File: src/rtl/mic1_pkg.sv
// Shared constants and types for the MIC-1 datapath with handshaked memory ports.
// B-bus source codes, C-bus enable bit positions and the port FSM state type.
package mic1_pkg;

    localparam logic [3:0] B_MDR  = 4'd0;
    localparam logic [3:0] B_PC   = 4'd1;
    localparam logic [3:0] B_MBR  = 4'd2;
    localparam logic [3:0] B_MBRU = 4'd3;
    localparam logic [3:0] B_SP   = 4'd4;
    localparam logic [3:0] B_LV   = 4'd5;
    localparam logic [3:0] B_CPP  = 4'd6;
    localparam logic [3:0] B_TOS  = 4'd7;
    localparam logic [3:0] B_OPC  = 4'd8;

    localparam int C_MAR = 0;
    localparam int C_MDR = 1;
    localparam int C_PC  = 2;
    localparam int C_SP  = 3;
    localparam int C_LV  = 4;
    localparam int C_CPP = 5;
    localparam int C_TOS = 6;
    localparam int C_OPC = 7;
    localparam int C_H   = 8;

    typedef enum logic {
        IDLE = 1'b0,
        WAIT = 1'b1
    } port_state_e;

endpackage

File: src/rtl/mic1_datapath_mem_port.sv
// One variable-latency req/ack memory port: latches address and write data on an
// accepted command, holds them until ack, and flags illegal commands.
module mic1_mem_port
    import mic1_pkg::*;
#(
    parameter int AW = 32,
    parameter int DW = 32
) (
    input  logic          clock,
    input  logic          reset_n,
    input  logic          cmd_rd,
    input  logic          cmd_wr,
    input  logic [AW-1:0] addr_i,
    input  logic [DW-1:0] wdata_i,
    input  logic          ack_i,
    output logic          req_o,
    output logic          we_o,
    output logic [AW-1:0] addr_o,
    output logic [DW-1:0] wdata_o,
    output logic          pend_o,
    output logic          done_o,
    output logic          err_o
);

    port_state_e   state_q, state_d;
    logic          we_q, we_d;
    logic [AW-1:0] addr_q, addr_d;
    logic [DW-1:0] wdata_q, wdata_d;
    logic          start;

    // An illegal command leaves the FSM alone, so an ack in the same cycle still completes.
    always_comb begin
        state_d = state_q;
        we_d    = we_q;
        addr_d  = addr_q;
        wdata_d = wdata_q;
        start   = cmd_rd | cmd_wr;
        done_o  = (state_q == WAIT) && ack_i;
        err_o   = (cmd_rd && cmd_wr) || (start && (state_q == WAIT));
        if (state_q == WAIT) begin
            if (ack_i) begin
                state_d = IDLE;
                we_d    = 1'b0;
            end
        end else if (start && !err_o) begin
            state_d = WAIT;
            we_d    = cmd_wr;
            addr_d  = addr_i;
            wdata_d = wdata_i;
        end
    end

    always_ff @(posedge clock or negedge reset_n) begin
        if (!reset_n) begin
            state_q <= IDLE;
            we_q    <= 1'b0;
            addr_q  <= '0;
            wdata_q <= '0;
        end else begin
            state_q <= state_d;
            we_q    <= we_d;
            addr_q  <= addr_d;
            wdata_q <= wdata_d;
        end
    end

    assign req_o   = (state_q == WAIT);
    assign pend_o  = (state_d == WAIT);
    assign we_o    = we_q;
    assign addr_o  = addr_q;
    assign wdata_o = wdata_q;

endmodule

File: src/rtl/mic1_datapath_mem.sv
// MIC-1 register file and bus block with a data port (MAR/MDR) and an
// instruction port (PC/MBR), each a handshaked variable-latency transaction.
module mic1_datapath_mem
    import mic1_pkg::*;
#(
    parameter int DATA_W  = 32,
    parameter int MBR_W   = 8,
    parameter int IADDR_W = 32
) (
    input  logic               clock,
    input  logic               reset_n,
    input  logic [DATA_W-1:0]  c_bus,
    input  logic [8:0]         c_en,
    input  logic [3:0]         b_sel,
    input  logic               mem_rd,
    input  logic               mem_wr,
    input  logic               mem_fetch,
    output logic               dmem_req,
    output logic               dmem_we,
    output logic [DATA_W-1:0]  dmem_addr,
    output logic [DATA_W-1:0]  dmem_wdata,
    input  logic [DATA_W-1:0]  dmem_rdata,
    input  logic               dmem_ack,
    output logic               imem_req,
    output logic [IADDR_W-1:0] imem_addr,
    input  logic [MBR_W-1:0]   imem_rdata,
    input  logic               imem_ack,
    output logic               busy,
    output logic               cmd_err,
    output logic [DATA_W-1:0]  a_bus,
    output logic [DATA_W-1:0]  b_bus,
    output logic [DATA_W-1:0]  pc_o,
    output logic [DATA_W-1:0]  mar_o,
    output logic [DATA_W-1:0]  mdr_o,
    output logic [DATA_W-1:0]  sp_o,
    output logic [DATA_W-1:0]  lv_o,
    output logic [DATA_W-1:0]  cpp_o,
    output logic [DATA_W-1:0]  tos_o,
    output logic [DATA_W-1:0]  opc_o
);

    logic [DATA_W-1:0] h_q, h_d, opc_q, opc_d, tos_q, tos_d, cpp_q, cpp_d;
    logic [DATA_W-1:0] lv_q, lv_d, sp_q, sp_d, pc_q, pc_d;
    logic [DATA_W-1:0] mdr_q, mdr_d, mar_q, mar_d;
    logic [MBR_W-1:0]  mbr_q, mbr_d;
    logic              busy_q, busy_d;
    logic              cmd_err_q, cmd_err_d;

    logic              d_pend, d_done, d_err;
    logic              i_pend, i_done, i_err;
    logic              i_we;
    logic [MBR_W-1:0]  i_wdata;
    logic              unused_ok;

    // Ports latch the post-edge MAR/MDR/PC so a same-cycle C write is what goes out.
    mic1_mem_port #(.AW(DATA_W), .DW(DATA_W)) u_dport (
        .clock   (clock),
        .reset_n (reset_n),
        .cmd_rd  (mem_rd),
        .cmd_wr  (mem_wr),
        .addr_i  (mar_d),
        .wdata_i (mdr_d),
        .ack_i   (dmem_ack),
        .req_o   (dmem_req),
        .we_o    (dmem_we),
        .addr_o  (dmem_addr),
        .wdata_o (dmem_wdata),
        .pend_o  (d_pend),
        .done_o  (d_done),
        .err_o   (d_err)
    );

    mic1_mem_port #(.AW(IADDR_W), .DW(MBR_W)) u_iport (
        .clock   (clock),
        .reset_n (reset_n),
        .cmd_rd  (mem_fetch),
        .cmd_wr  (1'b0),
        .addr_i  (pc_d[IADDR_W-1:0]),
        .wdata_i ('0),
        .ack_i   (imem_ack),
        .req_o   (imem_req),
        .we_o    (i_we),
        .addr_o  (imem_addr),
        .wdata_o (i_wdata),
        .pend_o  (i_pend),
        .done_o  (i_done),
        .err_o   (i_err)
    );

    assign unused_ok = &{1'b0, i_we, i_wdata};

    // Read data overrides a same-cycle C write to MDR, and that collision is flagged.
    always_comb begin
        h_d   = c_en[C_H]   ? c_bus : h_q;
        opc_d = c_en[C_OPC] ? c_bus : opc_q;
        tos_d = c_en[C_TOS] ? c_bus : tos_q;
        cpp_d = c_en[C_CPP] ? c_bus : cpp_q;
        lv_d  = c_en[C_LV]  ? c_bus : lv_q;
        sp_d  = c_en[C_SP]  ? c_bus : sp_q;
        pc_d  = c_en[C_PC]  ? c_bus : pc_q;
        mar_d = c_en[C_MAR] ? c_bus : mar_q;
        mdr_d = c_en[C_MDR] ? c_bus : mdr_q;
        if (d_done && !dmem_we) begin
            mdr_d = dmem_rdata;
        end
        mbr_d     = i_done ? imem_rdata : mbr_q;
        busy_d    = d_pend | i_pend;
        cmd_err_d = cmd_err_q | d_err | i_err | (d_done && !dmem_we && c_en[C_MDR]);
    end

    always_ff @(posedge clock or negedge reset_n) begin
        if (!reset_n) begin
            h_q       <= '0;
            opc_q     <= '0;
            tos_q     <= '0;
            cpp_q     <= '0;
            lv_q      <= '0;
            sp_q      <= '0;
            pc_q      <= '0;
            mdr_q     <= '0;
            mar_q     <= '0;
            mbr_q     <= '0;
            busy_q    <= 1'b0;
            cmd_err_q <= 1'b0;
        end else begin
            h_q       <= h_d;
            opc_q     <= opc_d;
            tos_q     <= tos_d;
            cpp_q     <= cpp_d;
            lv_q      <= lv_d;
            sp_q      <= sp_d;
            pc_q      <= pc_d;
            mdr_q     <= mdr_d;
            mar_q     <= mar_d;
            mbr_q     <= mbr_d;
            busy_q    <= busy_d;
            cmd_err_q <= cmd_err_d;
        end
    end

    always_comb begin
        b_bus = '0;
        case (b_sel)
            B_MDR:   b_bus = mdr_q;
            B_PC:    b_bus = pc_q;
            B_MBR:   b_bus = {{(DATA_W-MBR_W){mbr_q[MBR_W-1]}}, mbr_q};
            B_MBRU:  b_bus = {{(DATA_W-MBR_W){1'b0}}, mbr_q};
            B_SP:    b_bus = sp_q;
            B_LV:    b_bus = lv_q;
            B_CPP:   b_bus = cpp_q;
            B_TOS:   b_bus = tos_q;
            B_OPC:   b_bus = opc_q;
            default: b_bus = '0;
        endcase
    end

    assign a_bus   = h_q;
    assign pc_o    = pc_q;
    assign mar_o   = mar_q;
    assign mdr_o   = mdr_q;
    assign sp_o    = sp_q;
    assign lv_o    = lv_q;
    assign cpp_o   = cpp_q;
    assign tos_o   = tos_q;
    assign opc_o   = opc_q;
    assign busy    = busy_q;
    assign cmd_err = cmd_err_q;

endmodule

File: config.mk
export PLATFORM = sky130hd
export DESIGN_NAME = mic1_datapath_mem
export DESIGN_NICKNAME = d
export VERILOG_FILES = /design/src/rtl/mic1_pkg.sv /design/src/rtl/mic1_datapath_mem_port.sv /design/src/rtl/mic1_datapath_mem.sv
export SDC_FILE = /design/constraint.sdc
export NUM_CORES = 1
export LEC_CHECK = 0
export ABC_AREA = 1
export CAP_MARGIN = 20
export CORE_UTILIZATION = 45
export DETAILED_ROUTE_END_ITERATION = 7
export GPL_ROUTABILITY_DRIVEN = 1
export PLACE_DENSITY = 0.77
export SYNTH_ARGS = -nofsm -noshare
export SYNTH_HDL_FRONTEND = slang
export SYNTH_SLANG_ARGS = --single-unit
export TNS_END_PERCENT = 5
File: constraint.sdc
create_clock -name clock -period 3.1 [get_ports clock]
set_clock_uncertainty 0.2 [all_clocks]
set_input_delay 0.93 -clock clock [delete_from_list [all_inputs] [get_ports clock]]
set_output_delay 0.93 -clock clock [all_outputs]
set_load 0.1 [all_outputs]
==> impl_results.md <==
- Hold-fix buffers at CTS: 0
- Initial Util: 45.8%
- Outcome: finished with violations
- Synth Area per Inst: 9.85 um2
- Clock sink count: about 400
- Yosys reg bits: around 400
- Cells after DPL: 2,740
- Num CTS Buffers: 43
- Arr. time, crit path: 2.18 ns
- CTS tree: built
- Number of buffers added on ports: 512
- Highest Clock Rate: 302 MHz
- CP Capture Type: output port
- Critical Path Start Type: input port
- Worst Reg-to-Reg Cells: 6
- Min setup slack post-route: -0.213 ns
- Leak: ~13 nW
- Drt pass-1 iters: 6
- Via density: 5.47
- Rel. slew slack: 47.6%
- DRT antenna net count: 0
- I/O pin total: 513
- Die Height: 198 um
- Failing checks: setup timing
- CP max FO: 4
- Clock Tree Buf Depth: 3
- Clock Power Share: 23.8%
- Placed standard-cell area: approximately 23,000 um2
- Post-DP HPWL: 46.9 mm
- VDD IR max: 785 uV
- Net Sw Power: 0.0113 W
- Pwr Density: 886 nW/um2
- Max_cap viols: 0
- Critical path required time: 1.97 ns
- Final TNS setup: -5.76 ns
- Mapped cell area: 17,300 um2
- WS Path Type: input port to output port
- Slew Limit Fails: 0
- Synth warnings: 0
- Clock slew at reported path FFs: 0.05 ns
- Worst-margin pin slew: 0.785 ns
- WL per Instance: 23.6 um
- First-iteration detailed-routing DRC count: between 1,000 and 1,500
- Setup Viol. Count Final: 32
- Fraction of layout cells with a size suffix above 1: 41.7%
- Crit share post-route: 107%
- Synth Net Count: 1,848
- GRT Overall Usage: 33.4%
- Pre-CTS setup slack: -0.819 ns
- Sequential cell area fraction in the yosys report: a little under three fifths
- Hold Path Class: input port to asynchronous set/reset pin
- Vias in the first global route: 15,100
- Seq pwr share: 29.4%
- Synth-to-layout area growth: 49.3%
- Detailed Route WL: 67.0 mm
- Grt total ovfl: 0
- Global-route wire length before repair: just under 100 mm
- Logic pwr share: 46.8%
- Htree depth: 2
- Initial antenna violation count: 2
- CP startpoint: b_sel[2]
- Nets: 2,391
- Post-Syn Instances: 1,756
- Die area: 39,200 um2
- Synth cell types: 19
- Clk_lat worst skew: ~0.56 ns
- RSZ-0062 raised after global routing: yes
- Die span in x: 198 um
- Site Rows: 71
- Non-Filler Instances: 2,845
- Core ar.: 37,800 um2
- # DRC: 0
- Sw Ratio: 49.4%
- Clk root buf: clkbuf_16
- Largest net degree at the start of global routing: 95
- Finished layout cell area: about 26,000 um2
- Final Hold Vio Count: 0
- Routability Congestion: 0.980
- Cell internal pwr: 0.0116 W
- Min cycle time layout: around 3.3 ns
- Crit Reg-Reg Startpoint: u_dport.req_o$_DFF_PN0_
- Via Count: roughly 16,000
## repair_timing
action / 4_1_cts / 5_1_grt
cloned: 7 / 9
pin swaps: 34 / 35
setup buffers: 13 / 2
gates resized for setup: 157 / 72
endpoints found under the setup margin: 32 / 32
## placed cells by master, fill, tap and decap left out, types with 25 or more instances in the layout
cell type / Yosys / layout
buf_4: 1 / 424
dfrtp_1: 397 / 397
nand2_1: 422 / 379
mux2_2: 200 / 200
nand3_1: 187 / 137
inv_1: 113 / 110
o21ai_0: 121 / 107
nor2_1: 133 / 77
clkdlybuf4s50_1: 0 / 77
buf_12: 0 / 64
clkbuf_16: 0 / 54
nor2_2: 6 / 44
a31oi_1: 32 / 32
nand2_2: 1 / 26
nand3_2: 0 / 25
nand3_4: 0 / 25
mux2_1: 25 / 25
## logic make-up (layout without fill, tap and decap cells)
family                 Yosys count  after routing  share of synthesized area (%)
and+or+nand+nor                751            751                           17.8
DFF                            397            397                           57.4
buffers and inverters          228            805                           5.37
muxes                          225            225                           14.7
AOI/OAI and AO/OA              155            155                           4.72
other                            0              1                              0
## routing by layer
layer  track usage [%]  up-vias  share of wire, %
met2              49.7      805                45
li1                  -     6844                 -
met1              47.2     7752                42
met4              15.4        2               4.6
met3              6.34      152               8.1
met5                 0        -             0.019
## worst paths after layout
kind                       slack, ns                               to
setup / recovery               -0.21                        b_bus[16]
min in group clock              0.29   u_dport.addr_o[19]$_DFFE_PN0P_
hold / removal                  0.10   u_dport.wdata_o[2]$_DFFE_PN0P_
max in group asynchronous       1.85            a_bus[23]$_DFFE_PN0P_
hold reg to reg                 0.29   u_dport.addr_o[19]$_DFFE_PN0P_
setup reg to reg                1.30  u_dport.wdata_o[25]$_DFFE_PN0P_
## Yosys cell counts (all sizes together)
| cell type | instances | area share, % |
|---|---|---|
| a21oi | 2 | 0.058 |
| a31oi | 32 | 1.2 |
| buf | 61 | 1.7 |
| clkbuf | 51 | 1.1 |
| dfrtp | 397 | 57 |
| inv | 116 | 2.5 |
| mux2 | 225 | 15 |
| nand2 | 423 | 9.2 |
| nand3 | 187 | 5.4 |
| nor2 | 140 | 3.2 |
| o21ai | 121 | 3.5 |
| or2 | 1 | 0.036 |
## layout make-up
cell class	instances	area [um2]
fill	2802	11900
clock buffer	62	1250
tap	511	639
sequential	397	9930
multi-input combinational	1131	7340
antenna	1	2.50
timing repair buffer	610	5960
clock inverter	17	245
inverter	116	445
## flip-flops by register name, indices dropped and copies added (netlist names), 8 cells and up
register	cells
a_bus	32
cpp_o	32
lv_o	32
mar_o	32
mdr_o	32
opc_o	32
pc_o	32
sp_o	32
tos_o	32
u_dport.addr_o	32
u_dport.wdata_o	32
u_iport.addr_o	32
mbr_q	8
## power by group through the flow
stage	clock network [W]	registers, W	logic [W]
floorplan	0	0.0127	0.00174
global placement	0	0.00674	0.0105
detailed placement	0	0.00676	0.0105
CTS	0.00550	0.00669	0.0107
global route	0.00571	0.00680	0.0110
finish	0.00544	0.00672	0.0107
## critical path, stage by stage
cell and delay [ns]:
buf_8 0.10, inv_2 0.06, nor2_4 0.05, buf_12 0.13, buf_12 0.14, buf_4 0.15, nand3_1 0.08, nand2_1 0.07
nor2_1 0.16, nand3_4 0.10, buf_12 0.18
## stage by stage
stage	utilization (%)	hold WS [ns]	power (W)
2_1_floorplan	-	0.280	0.0145
4_1_cts	67.2	0.104	0.0228
6_report	68.4	0.105	0.0229
3_5_place_dp	61.2	0.270	0.0173
5_1_grt	68.4	0.126	0.0235
3_3_place_gp	61.2	0.263	0.0172
(Power assumes the default switching activity.)
